<file path="config.mk">
export PLATFORM = sky130hd
export DESIGN_NAME = lsu_wb_flat
export DESIGN_NICKNAME = d
export VERILOG_FILES = /design/src/rtl/lsu_wb_pkg.sv /design/src/rtl/lsu_wb_if.sv /design/src/rtl/lsu_wb_load_align.sv /design/src/rtl/lsu_wb.sv /design/src/flat_wrapper.sv
export SDC_FILE = /design/constraint.sdc
export NUM_CORES = 1
export LEC_CHECK = 0
export ABC_AREA = 1
export CAP_MARGIN = 0
export CORE_MARGIN = 3
export CORE_UTILIZATION = 44
export CTS_CLUSTER_SIZE = 24
export DETAILED_ROUTE_END_ITERATION = 12
export GPL_ROUTABILITY_DRIVEN = 0
export PLACE_DENSITY = 0.81
export SYNTH_ARGS = -nofsm -noshare
export SYNTH_HDL_FRONTEND = slang
export SYNTH_SLANG_ARGS = --single-unit
</file>
<file path="constraint.sdc">
create_clock -name clk -period 2.3 [get_ports clk]
set_input_delay 0.69 -clock clk [delete_from_list [all_inputs] [get_ports clk]]
set_output_delay 0.69 -clock clk [all_outputs]
set_load 0.02 [all_outputs]
</file>
<file path="src/rtl/lsu_wb_pkg.sv">
// Shared definitions for the load/store unit: funct3 codes, FSM states,
// fault causes and the store-lane helpers used by the top level.
package lsu_wb_pkg;

  localparam logic [2:0] F3_LB  = 3'b000;
  localparam logic [2:0] F3_LH  = 3'b001;
  localparam logic [2:0] F3_LW  = 3'b010;
  localparam logic [2:0] F3_LBU = 3'b100;
  localparam logic [2:0] F3_LHU = 3'b101;
  localparam logic [2:0] F3_SB  = 3'b000;
  localparam logic [2:0] F3_SH  = 3'b001;
  localparam logic [2:0] F3_SW  = 3'b010;

  localparam logic [1:0] SIZE_B = 2'b00;
  localparam logic [1:0] SIZE_H = 2'b01;
  localparam logic [1:0] SIZE_W = 2'b10;

  localparam logic [1:0] CAUSE_NONE    = 2'b00;
  localparam logic [1:0] CAUSE_LD_MIS  = 2'b01;
  localparam logic [1:0] CAUSE_ST_MIS  = 2'b10;
  localparam logic [1:0] CAUSE_ILLEGAL = 2'b11;

  typedef enum logic [1:0] {
    ST_IDLE   = 2'b00,
    ST_ACCESS = 2'b01,
    ST_WB     = 2'b10,
    ST_FAULT  = 2'b11
  } state_t;

  // Loads reject 011/110/111; stores only know SB/SH/SW.
  function automatic logic funct3_illegal(input logic load, input logic [2:0] f3);
    logic ill;
    if (load) ill = (f3 == 3'b011) || (f3 == 3'b110) || (f3 == 3'b111);
    else      ill = f3[2] || (f3[1:0] == 2'b11);
    return ill;
  endfunction

  // Size code is funct3[1:0]; bytes never misalign.
  function automatic logic misaligned(input logic [1:0] size, input logic [1:0] off);
    logic mis;
    case (size)
      SIZE_H:  mis = off[0];
      SIZE_W:  mis = (off != 2'b00);
      default: mis = 1'b0;
    endcase
    return mis;
  endfunction

  function automatic logic [3:0] store_strb(input logic [1:0] size, input logic [1:0] off);
    logic [3:0] strb;
    case (size)
      SIZE_B:  strb = 4'b0001 << off;
      SIZE_H:  strb = off[1] ? 4'b1100 : 4'b0011;
      default: strb = 4'b1111;
    endcase
    return strb;
  endfunction

  // Replicate the store operand across lanes so the strobes alone pick the bytes.
  function automatic logic [31:0] store_data(input logic [1:0] size, input logic [31:0] rs2);
    logic [31:0] d;
    case (size)
      SIZE_B:  d = {4{rs2[7:0]}};
      SIZE_H:  d = {2{rs2[15:0]}};
      default: d = rs2;
    endcase
    return d;
  endfunction

endpackage

</file>
<file path="src/rtl/lsu_wb_if.sv">
// Word-addressed data-memory handshake between the LSU (master) and memory (slave).
interface lsu_wb_if;
  logic        dmem_req;
  logic        dmem_we;
  logic [31:0] dmem_addr;
  logic [3:0]  dmem_wstrb;
  logic [31:0] dmem_wdata;
  logic        dmem_ack;
  logic [31:0] dmem_rdata;

  modport master (
    output dmem_req, dmem_we, dmem_addr, dmem_wstrb, dmem_wdata,
    input  dmem_ack, dmem_rdata
  );

  modport slave (
    input  dmem_req, dmem_we, dmem_addr, dmem_wstrb, dmem_wdata,
    output dmem_ack, dmem_rdata
  );
endinterface

</file>
<file path="src/rtl/lsu_wb_load_align.sv">
// Combinational load extractor: picks the byte/halfword lane from a word
// and sign- or zero-extends it according to funct3.
module load_align
  import lsu_wb_pkg::*;
(
  input  logic [31:0] rdata,
  input  logic [1:0]  addr,
  input  logic [2:0]  funct3,
  output logic [31:0] value
);

  logic [7:0]  byte_sel;
  logic [15:0] half_sel;

  // Lane select followed by extension.
  always_comb begin
    case (addr)
      2'b00:   byte_sel = rdata[7:0];
      2'b01:   byte_sel = rdata[15:8];
      2'b10:   byte_sel = rdata[23:16];
      default: byte_sel = rdata[31:24];
    endcase
    half_sel = addr[1] ? rdata[31:16] : rdata[15:0];
    case (funct3)
      F3_LB:   value = {{24{byte_sel[7]}}, byte_sel};
      F3_LH:   value = {{16{half_sel[15]}}, half_sel};
      F3_LW:   value = rdata;
      F3_LBU:  value = {24'h0, byte_sel};
      F3_LHU:  value = {16'h0, half_sel};
      default: value = 32'h0;
    endcase
  end

endmodule

</file>
<file path="src/rtl/lsu_wb.sv">
// Load/store unit and register-file write-back source.
//   state  | meaning
//   IDLE   | ready for a new request from execute
//   ACCESS | memory request outstanding, waiting for dmem_ack
//   WB     | one-cycle register-file write of the aligned load data
//   FAULT  | one-cycle misaligned / illegal-width exception pulse
// Every output is a decode of registered state and request fields only, so
// nothing on req_* reaches the memory or register-file ports combinationally.
module lsu_wb
  import lsu_wb_pkg::*;
(
  input  logic        clk,
  input  logic        rst_n,
  input  logic        req_valid,
  output logic        req_ready,
  input  logic        req_load,
  input  logic [2:0]  req_funct3,
  input  logic [31:0] req_addr,
  input  logic [31:0] req_wdata,
  input  logic [4:0]  req_rd,
  lsu_wb_if.master    dmem,
  output logic        rf_we,
  output logic [4:0]  rf_w_addr,
  output logic [31:0] rf_w_data,
  output logic        fault,
  output logic [1:0]  fault_cause,
  output logic [31:0] fault_addr
);

  state_t      state_q, state_d;
  logic        load_q;
  logic [2:0]  funct3_q;
  logic [31:0] addr_q;
  logic [31:0] wdata_q;
  logic [4:0]  rd_q;
  logic [1:0]  cause_q;
  logic [31:0] ldata_q;

  logic        accept;
  logic        illegal;
  logic        mis;
  logic [1:0]  cause_d;
  logic [31:0] aligned;

  logic        dmem_req_o;
  logic        dmem_we_o;
  logic [31:0] dmem_addr_o;
  logic [3:0]  dmem_wstrb_o;
  logic [31:0] dmem_wdata_o;

  assign accept = req_valid && (state_q == ST_IDLE);

  load_align u_align (
    .rdata  (dmem.dmem_rdata),
    .addr   (addr_q[1:0]),
    .funct3 (funct3_q),
    .value  (aligned)
  );

  // Classify the incoming request; illegal width wins over misalignment.
  always_comb begin
    illegal = funct3_illegal(req_load, req_funct3);
    mis     = misaligned(req_funct3[1:0], req_addr[1:0]);
    if (illegal)       cause_d = CAUSE_ILLEGAL;
    else if (req_load) cause_d = CAUSE_LD_MIS;
    else               cause_d = CAUSE_ST_MIS;
  end

  // State register.
  always_ff @(posedge clk or negedge rst_n) begin
    if (!rst_n) state_q <= ST_IDLE;
    else        state_q <= state_d;
  end

  // Next-state logic.
  always_comb begin
    state_d = state_q;
    case (state_q)
      ST_IDLE: begin
        if (accept) state_d = (illegal || mis) ? ST_FAULT : ST_ACCESS;
      end
      ST_ACCESS: begin
        if (dmem.dmem_ack) state_d = load_q ? ST_WB : ST_IDLE;
      end
      ST_WB:    state_d = ST_IDLE;
      ST_FAULT: state_d = ST_IDLE;
      default:  state_d = ST_IDLE;
    endcase
  end

  // Request fields are sampled only on accept; upstream may change them otherwise.
  always_ff @(posedge clk or negedge rst_n) begin
    if (!rst_n) begin
      load_q   <= 1'b0;
      funct3_q <= 3'b000;
      addr_q   <= 32'h0;
      wdata_q  <= 32'h0;
      rd_q     <= 5'd0;
      cause_q  <= CAUSE_NONE;
    end else if (accept) begin
      load_q   <= req_load;
      funct3_q <= req_funct3;
      addr_q   <= req_addr;
      wdata_q  <= req_wdata;
      rd_q     <= req_rd;
      cause_q  <= cause_d;
    end
  end

  // Capture the aligned load result on the acknowledging cycle.
  always_ff @(posedge clk or negedge rst_n) begin
    if (!rst_n)                                              ldata_q <= 32'h0;
    else if (state_q == ST_ACCESS && dmem.dmem_ack && load_q) ldata_q <= aligned;
  end

  // Output decode from registered state; ports idle at zero outside their state.
  always_comb begin
    req_ready    = (state_q == ST_IDLE);
    dmem_req_o   = 1'b0;
    dmem_we_o    = 1'b0;
    dmem_addr_o  = 32'h0;
    dmem_wstrb_o = 4'b0000;
    dmem_wdata_o = 32'h0;
    rf_we        = 1'b0;
    rf_w_addr    = 5'd0;
    rf_w_data    = 32'h0;
    fault        = 1'b0;
    fault_cause  = CAUSE_NONE;
    fault_addr   = 32'h0;
    case (state_q)
      ST_ACCESS: begin
        dmem_req_o  = 1'b1;
        dmem_we_o   = !load_q;
        dmem_addr_o = {addr_q[31:2], 2'b00};
        if (!load_q) begin
          dmem_wstrb_o = store_strb(funct3_q[1:0], addr_q[1:0]);
          dmem_wdata_o = store_data(funct3_q[1:0], wdata_q);
        end
      end
      ST_WB: begin
        rf_we     = (rd_q != 5'd0);
        rf_w_addr = rd_q;
        rf_w_data = ldata_q;
      end
      ST_FAULT: begin
        fault       = 1'b1;
        fault_cause = cause_q;
        fault_addr  = addr_q;
      end
      default: ;
    endcase
  end

  assign dmem.dmem_req   = dmem_req_o;
  assign dmem.dmem_we    = dmem_we_o;
  assign dmem.dmem_addr  = dmem_addr_o;
  assign dmem.dmem_wstrb = dmem_wstrb_o;
  assign dmem.dmem_wdata = dmem_wdata_o;

endmodule

</file>
<file path="src/flat_wrapper.sv">
// flat-port wrapper written by rule: the top's interface ports become plain ports
module lsu_wb_flat import lsu_wb_pkg::*;
  (clk, rst_n, req_valid, req_ready, req_load, req_funct3, req_addr, req_wdata, req_rd, rf_we, rf_w_addr, rf_w_data, fault, fault_cause, fault_addr, dmem_dmem_req, dmem_dmem_we, dmem_dmem_addr, dmem_dmem_wstrb, dmem_dmem_wdata, dmem_dmem_ack, dmem_dmem_rdata);
  lsu_wb_if dmem_i ();
  input  logic clk;
  input  logic rst_n;
  input  logic req_valid;
  output logic req_ready;
  input  logic req_load;
  input  logic [2:0] req_funct3;
  input  logic [31:0] req_addr;
  input  logic [31:0] req_wdata;
  input  logic [4:0] req_rd;
  output logic rf_we;
  output logic [4:0] rf_w_addr;
  output logic [31:0] rf_w_data;
  output logic fault;
  output logic [1:0] fault_cause;
  output logic [31:0] fault_addr;
  output wire logic [$bits(dmem_i.dmem_req)-1:0] dmem_dmem_req;
  output wire logic [$bits(dmem_i.dmem_we)-1:0] dmem_dmem_we;
  output wire logic [$bits(dmem_i.dmem_addr)-1:0] dmem_dmem_addr;
  output wire logic [$bits(dmem_i.dmem_wstrb)-1:0] dmem_dmem_wstrb;
  output wire logic [$bits(dmem_i.dmem_wdata)-1:0] dmem_dmem_wdata;
  input wire logic [$bits(dmem_i.dmem_ack)-1:0] dmem_dmem_ack;
  input wire logic [$bits(dmem_i.dmem_rdata)-1:0] dmem_dmem_rdata;
  assign dmem_dmem_req = dmem_i.dmem_req;
  assign dmem_dmem_we = dmem_i.dmem_we;
  assign dmem_dmem_addr = dmem_i.dmem_addr;
  assign dmem_dmem_wstrb = dmem_i.dmem_wstrb;
  assign dmem_dmem_wdata = dmem_i.dmem_wdata;
  assign dmem_i.dmem_ack = dmem_dmem_ack;
  assign dmem_i.dmem_rdata = dmem_dmem_rdata;
  lsu_wb u_core (.clk(clk), .rst_n(rst_n), .req_valid(req_valid), .req_ready(req_ready), .req_load(req_load), .req_funct3(req_funct3), .req_addr(req_addr), .req_wdata(req_wdata), .req_rd(req_rd), .dmem(dmem_i), .rf_we(rf_we), .rf_w_addr(rf_w_addr), .rf_w_data(rf_w_data), .fault(fault), .fault_cause(fault_cause), .fault_addr(fault_addr));
endmodule
</file>
After elaboration in Yosys (flattened, before gate mapping):

Index checks and enable logic that the tools add are counted.

* register bits after elaboration: 109
* input bits: 109

* muxes and demuxes: 28
* reduce and logical (&&, ||, !) cells: 16
* eq/ne operators: 18
* shift operators: 1

Operator list (count)
* two-way mux 32 bit: 5
* case mux 32 bit (5 select lines): 1
* case mux 32 bit (2 select lines): 1
* case mux 8 bit (3 select lines): 1
* two-way mux 16 bit: 1
* two-way mux 2 bit: 7
* equality test 3 bit (second input constant): 4
* two-way mux 4 bit: 3
* equality test 2 bit (second input constant): 5
* equality test 2 x 1 -> 1 bit (second input constant): 4
* case mux 4 bit (2 select lines): 1
* equality test 3 x 2 -> 1 bit (second input constant): 2
* zero test 2 bit: 3
* case mux 2 bit (3 select lines): 1
* two-way mux 1 bit: 5
* two-way mux 5 bit: 1
* nonzero test 5 bit: 1
* logical OR 1 bit: 4
* left shift 1 x 2 -> 4 bit (first input constant): 1
* equality test 3 x 1 -> 1 bit (second input constant): 1
* logical AND 1 bit: 3
* zero test 3 bit: 1
* inequality test 2 x 1 -> 1 bit (second input constant): 1
* inequality test 2 bit (second input constant): 1
* other kinds (5): 5

Logic depth before layout (Yosys ltp):

* depth in word-level cells: 8
* gate-level depth with buffers: 10

Cells and area by module:

From an unflattened synthesis, not the netlist that was laid out.

* cell total of the unflattened synthesis: 901
* area, all modules: 6218.5 µm²

By module, submodules not included
* lsu_wb: times used 1, area an instance 5188.7 µm², cells each 696
* load_align: times used 1, area an instance 1029.7 µm², cells each 205

Worst setup path after synthesis:

No wires, ideal clock.

* kind: register to output
* start point: register u_core.state_q[1]
* end point: output port dmem_dmem_wdata[15]
* buffers on the path: 1
* data arrival time: 1.489 ns
* cell stages (with the launch flop): 7
* path slack: 0.121 ns
* cells stage by stage: dfrtp_1 inv_1 nand2_4 nor2_8 inv_2 buf_2 nor3_1

* cells in the longest elaborated chain, start to end: 2

RTL lines
* start: declaration: RTL line lsu_wb.sv:30 `state_t state_q, state_d;`
* start signal: assignment: RTL line lsu_wb.sv:72 `else state_q <= state_d;`
* equality test 2 x 1 -> 1 bit: RTL line lsu_wb.sv:130 `case (state_q)`
* two-way mux 32 bit: RTL line lsu_wb.sv:130
* end: declaration: RTL line flat_wrapper.sv:24 `output wire logic [$bits(dmem_i.dmem_wdata)-1:0] dmem_dmem_wdata;`

No other way between the ends.

Final worst setup path:

* start point: register u_core.funct3_q[1]
* end point: output port dmem_dmem_wdata[24]

* cells in the longest elaborated chain, start to end: 4
* elaborated cells on any way between the ends: 5

RTL lines
* start: declaration: RTL line lsu_wb.sv:32 `logic [2:0] funct3_q;`
* start signal: assignment: RTL line lsu_wb.sv:102 `funct3_q <= req_funct3;`
* equality test 2 x 1 -> 1 bit / zero test 2 bit (equally long branches): RTL line lsu_wb_pkg.sv:62 `case (size)`
* case mux 32 bit (2 select lines) (*): RTL line lsu_wb_pkg.sv:62
* two-way mux 32 bit (*): RTL line lsu_wb.sv:135 `if (!load_q) begin`
* two-way mux 32 bit (*): RTL line lsu_wb.sv:130

Mark *: on every way between the ends. The rest lies on a longest branch, timed or not.

==> results.tsv <==
metric	value	unit
status	complete, no violations	
Mapped Area	6277	um^2
compound-gate portion of the synthesized area	0.09328	
critical path class	flip-flop to output pin	
largest net degree at the start of global routing	56	
Tot Pwr	11.63	mW
register area share after synthesis	0.4345	
RSZ-0062 raised after global routing	yes	
Residual DRC	0	
post-synthesis mux area share	0	
Worst path most repeated cell	buf_4	
final hold violation count	0	
placed wire-length estimate	15700	um
fin. max-slew vios	0	
# fillers	1241	
Die X	125.4	um
CP top delay family	buffers and inverters	
final antenna-violating net count	0	
via count	6722	
Multi-input gate area	2953	um^2
crit path DAT	1.59	ns
post-synthesis async set-or-reset flop share	1.000	
Clock Path Buffers	2	
fin crit period	2.285	ns
Synth top area share	0.4345	
WL final	20610	um
vias per cell	4.917	
Seq cells post-synth	109	
io pins	253	
Post-Synth XOR/XNOR Area	0	
CTS tree	yes	
Simple-Gate Fraction of Synth Area	0.3492	
share of post-route cells with drive strength above 1	0.2182	
number of global-route vias before repair	6554	
post-synthesis cell type count	32	
Crit path buffers/inverters	4	
FF-to-FF setup slack	0.50	ns
Worst slew margin	0.6508	
die height	125.4	um
Synth Instances	918	
synth top area cells	dfrtp_1, nand2_1, nor2_1, inv_1, o21ai_0	
CP endpoint kind	output pin	
ys flop type	dfrtp_1	
Post-synth EDFFs	0	
Clk pwr share	0.142	
clock slew at reported path FFs	0.07	ns
cell chain of the critical path	inv_4 -> buf_4 -> buf_4 -> o22ai_1 -> nor2_2 -> buf_2	
global-route track usage on met1	0.3233	
fmax	437.6	MHz
number of cell rows	43	
initial antenna violation count	0	
P per Cell Area	1261	nW/um^2
Comb pwr share	0.572	
Overflow after GRT	0	
Die ar.	15740	um^2
number of max-cap violations	0	
net switching power	5.429	mW
Synth area leader	dfrtp_1	
worst r2r src	u_core.funct3_q[0]$_DFFE_PN0P_	
endpoints failing setup	0	
sw frac	0.4667	
Leak	4.904	nW
largest family of logic cells by synthesized area	simple AND/OR/NAND/NOR gates	
initial core utilization	0.4505	
critical path required time	1.61	ns
synthesized area per cell	6.838	um^2
sequential share of power	0.287	
Worst-Margin Slew	0.5239	ns
yosys warns	0	
VDD IR-drop max	0.7478	mV
skew final	0.004524	ns
CP Max Fanout	4	
Startpoint Class	flip-flop	
Reg area	2731	um^2
min-delay worst type	primary input to async pin	
n_diodes	0	
met3 global-route usage	0.06408	
synthesis-to-finish area growth	47.00	%
dpl ws	-0.1484	ns
Synth Area in Adders	0.005980	
slowest library cell on the worst path	dfrtp_2	
hold buffers post-CTS	0	
Critical Path Start	u_core.funct3_q[1]$_DFFE_PN0P_	
core area	13930	um^2
TritonCTS Sinks	109	
total CTS buffers	9	
Avg WL per Cell	15.08	um
Worst-Skew Late Latency	0.35	ns
first-pass iteration count of the detailed router	6	
fin crit share	0.9935	
first-pass GRT wire length	32620	um
Final WS setup	0.01501	ns
Int Pwr	6.203	mW
met2 capacity usage during global routing	0.4317	
CTS Root Cell	clkbuf_16	
H-Tree Depth	3	
Global Route Usage Sum	0.2560	
PortBufs	250	
Most Crowded Layer GR	met2	
final net count	1294	
Worst path max stage delay	0.47	ns
First DRT Iteration DRCs	604	
-- worst paths after layout --
check	to	cells after the start
min in group clk	u_core.ldata_q[12]$_DFFE_PN0P_	2
setup reg to reg	u_core.ldata_q[14]$_DFFE_PN0P_	8
setup / recovery	dmem_dmem_wdata[24]	6
max in group asynchronous	u_core.state_q[0]$_DFFE_PN0P_	2
hold reg to reg	u_core.ldata_q[12]$_DFFE_PN0P_	2
hold / removal	u_core.ldata_q[4]$_DFFE_PN0P_	1
-- worst reg2reg max path: stages (launching register included) --
cell     delay [ns]
dfrtp_2        0.45
buf_4          0.17
nor2_1         0.05
nand2_2        0.29
nand2_2        0.28
a21oi_1        0.26
nand2_1        0.08
nand2_1        0.07
nand2_1        0.05
-- through the flow --
stage	hold WS (ns)	TNS (ns)	utilization	cell area [um^2]	std cells
after floorplan	0.3944	0	-	6281	919
after global placement	0.4623	-1.469	0.6574	9161	1343
after detailed placement	0.4665	-1.958	0.6574	9161	1343
after CTS	0.3140	-0.04307	0.6673	9299	1365
after global routing	0.3330	-0.2654	0.6622	9228	1367
final	0.3088	0	0.6622	9228	1367
-- registers in the layout, summed over array words and instances (netlist names) --
register         count
u_core.rd_q          5
u_core.state_q       2
u_core.cause_q       2
u_core.load_q        1
u_core.funct3_q      3
u_core.addr_q       32
u_core.wdata_q      32
u_core.ldata_q      32
-- layout make-up --
| type | instances | area share |
|---|---|---|
| tap | 180 | 0.02441 |
| sequential | 109 | 0.2960 |
| timing repair buffer | 299 | 0.2761 |
| inverter | 117 | 0.04881 |
| clock inverter | 4 | 0.005831 |
| multi-input combinational | 646 | 0.3200 |
| clock buffer | 12 | 0.02888 |
-- kinds of logic after synthesis --
family	after synthesis
flops	109
fa+ha+maj	3
other cells	1
buf+inv	165
simple gates	529
compound gates	111
-- cell usage in the layout (no fill, tap or decap), types with 2 or more instances in the layout --
| cell | count |
|---|---|
| a21oi_1 | 28 |
| a21oi_2 | 3 |
| a31oi_1 | 2 |
| buf_12 | 10 |
| buf_2 | 75 |
| buf_4 | 53 |
| buf_6 | 9 |
| clkbuf_16 | 9 |
| clkbuf_2 | 11 |
| clkbuf_8 | 3 |
| clkdlybuf4s15_1 | 27 |
| clkdlybuf4s15_2 | 6 |
| clkdlybuf4s50_1 | 107 |
| clkinvlp_4 | 2 |
| conb_1 | 2 |
| dfrtp_1 | 106 |
| dfrtp_2 | 3 |
| ha_1 | 3 |
| inv_1 | 106 |
| inv_2 | 6 |
| inv_4 | 4 |
| nand2_1 | 278 |
| nand2_2 | 17 |
| nand2_4 | 3 |
| nand3_1 | 18 |
| nand3_2 | 2 |
| nand3_4 | 2 |
| nor2_1 | 176 |
| nor2_2 | 20 |
| nor2_4 | 8 |
| nor2_8 | 3 |
| o21ai_0 | 60 |
| o21ai_1 | 4 |
| o21ai_2 | 3 |
| o21ai_4 | 2 |
| o22ai_1 | 7 |
-- cell usage after synthesis (7+ instances only) --
master      n
dfrtp_1   109
buf_4       9
buf_2      18
o22ai_1     8
a21oi_1    31
inv_1     107
nor2_1    190
nand2_1   280
clkbuf_1    9
nand2_2    16
inv_2       7
nand3_1    18
o21ai_0    67
nor2_2     11
-- power by group through the flow --
stage | clock network, mW | logic, mW | registers, mW
final | 1.65 | 6.65 | 3.34
after global routing | 1.76 | 7.32 | 3.42
after floorplan | 0 | 4.15 | 3.16
after detailed placement | 0 | 6.70 | 3.31
after global placement | 0 | 6.60 | 3.29
after CTS | 1.68 | 6.46 | 3.31
-- layer usage --
metal / routed length, um / vias to the layer above
li1: - / 3287
met1: 8086 / 3093
met2: 10100 / 309
met3: 2005 / 33
met4: 425 / 0
met5: 0 / -
-- timing repair --
| item | in CTS | in global routing |
|---|---|---|
| resized for setup | 441 | 129 |
| setup buffers | 5 | 3 |
| gates cloned | 1 | 0 |
| pin swaps | 3 | 5 |
| endpoints found under the setup margin | 142 | 97 |
Power figures use the tool's default switching activity.
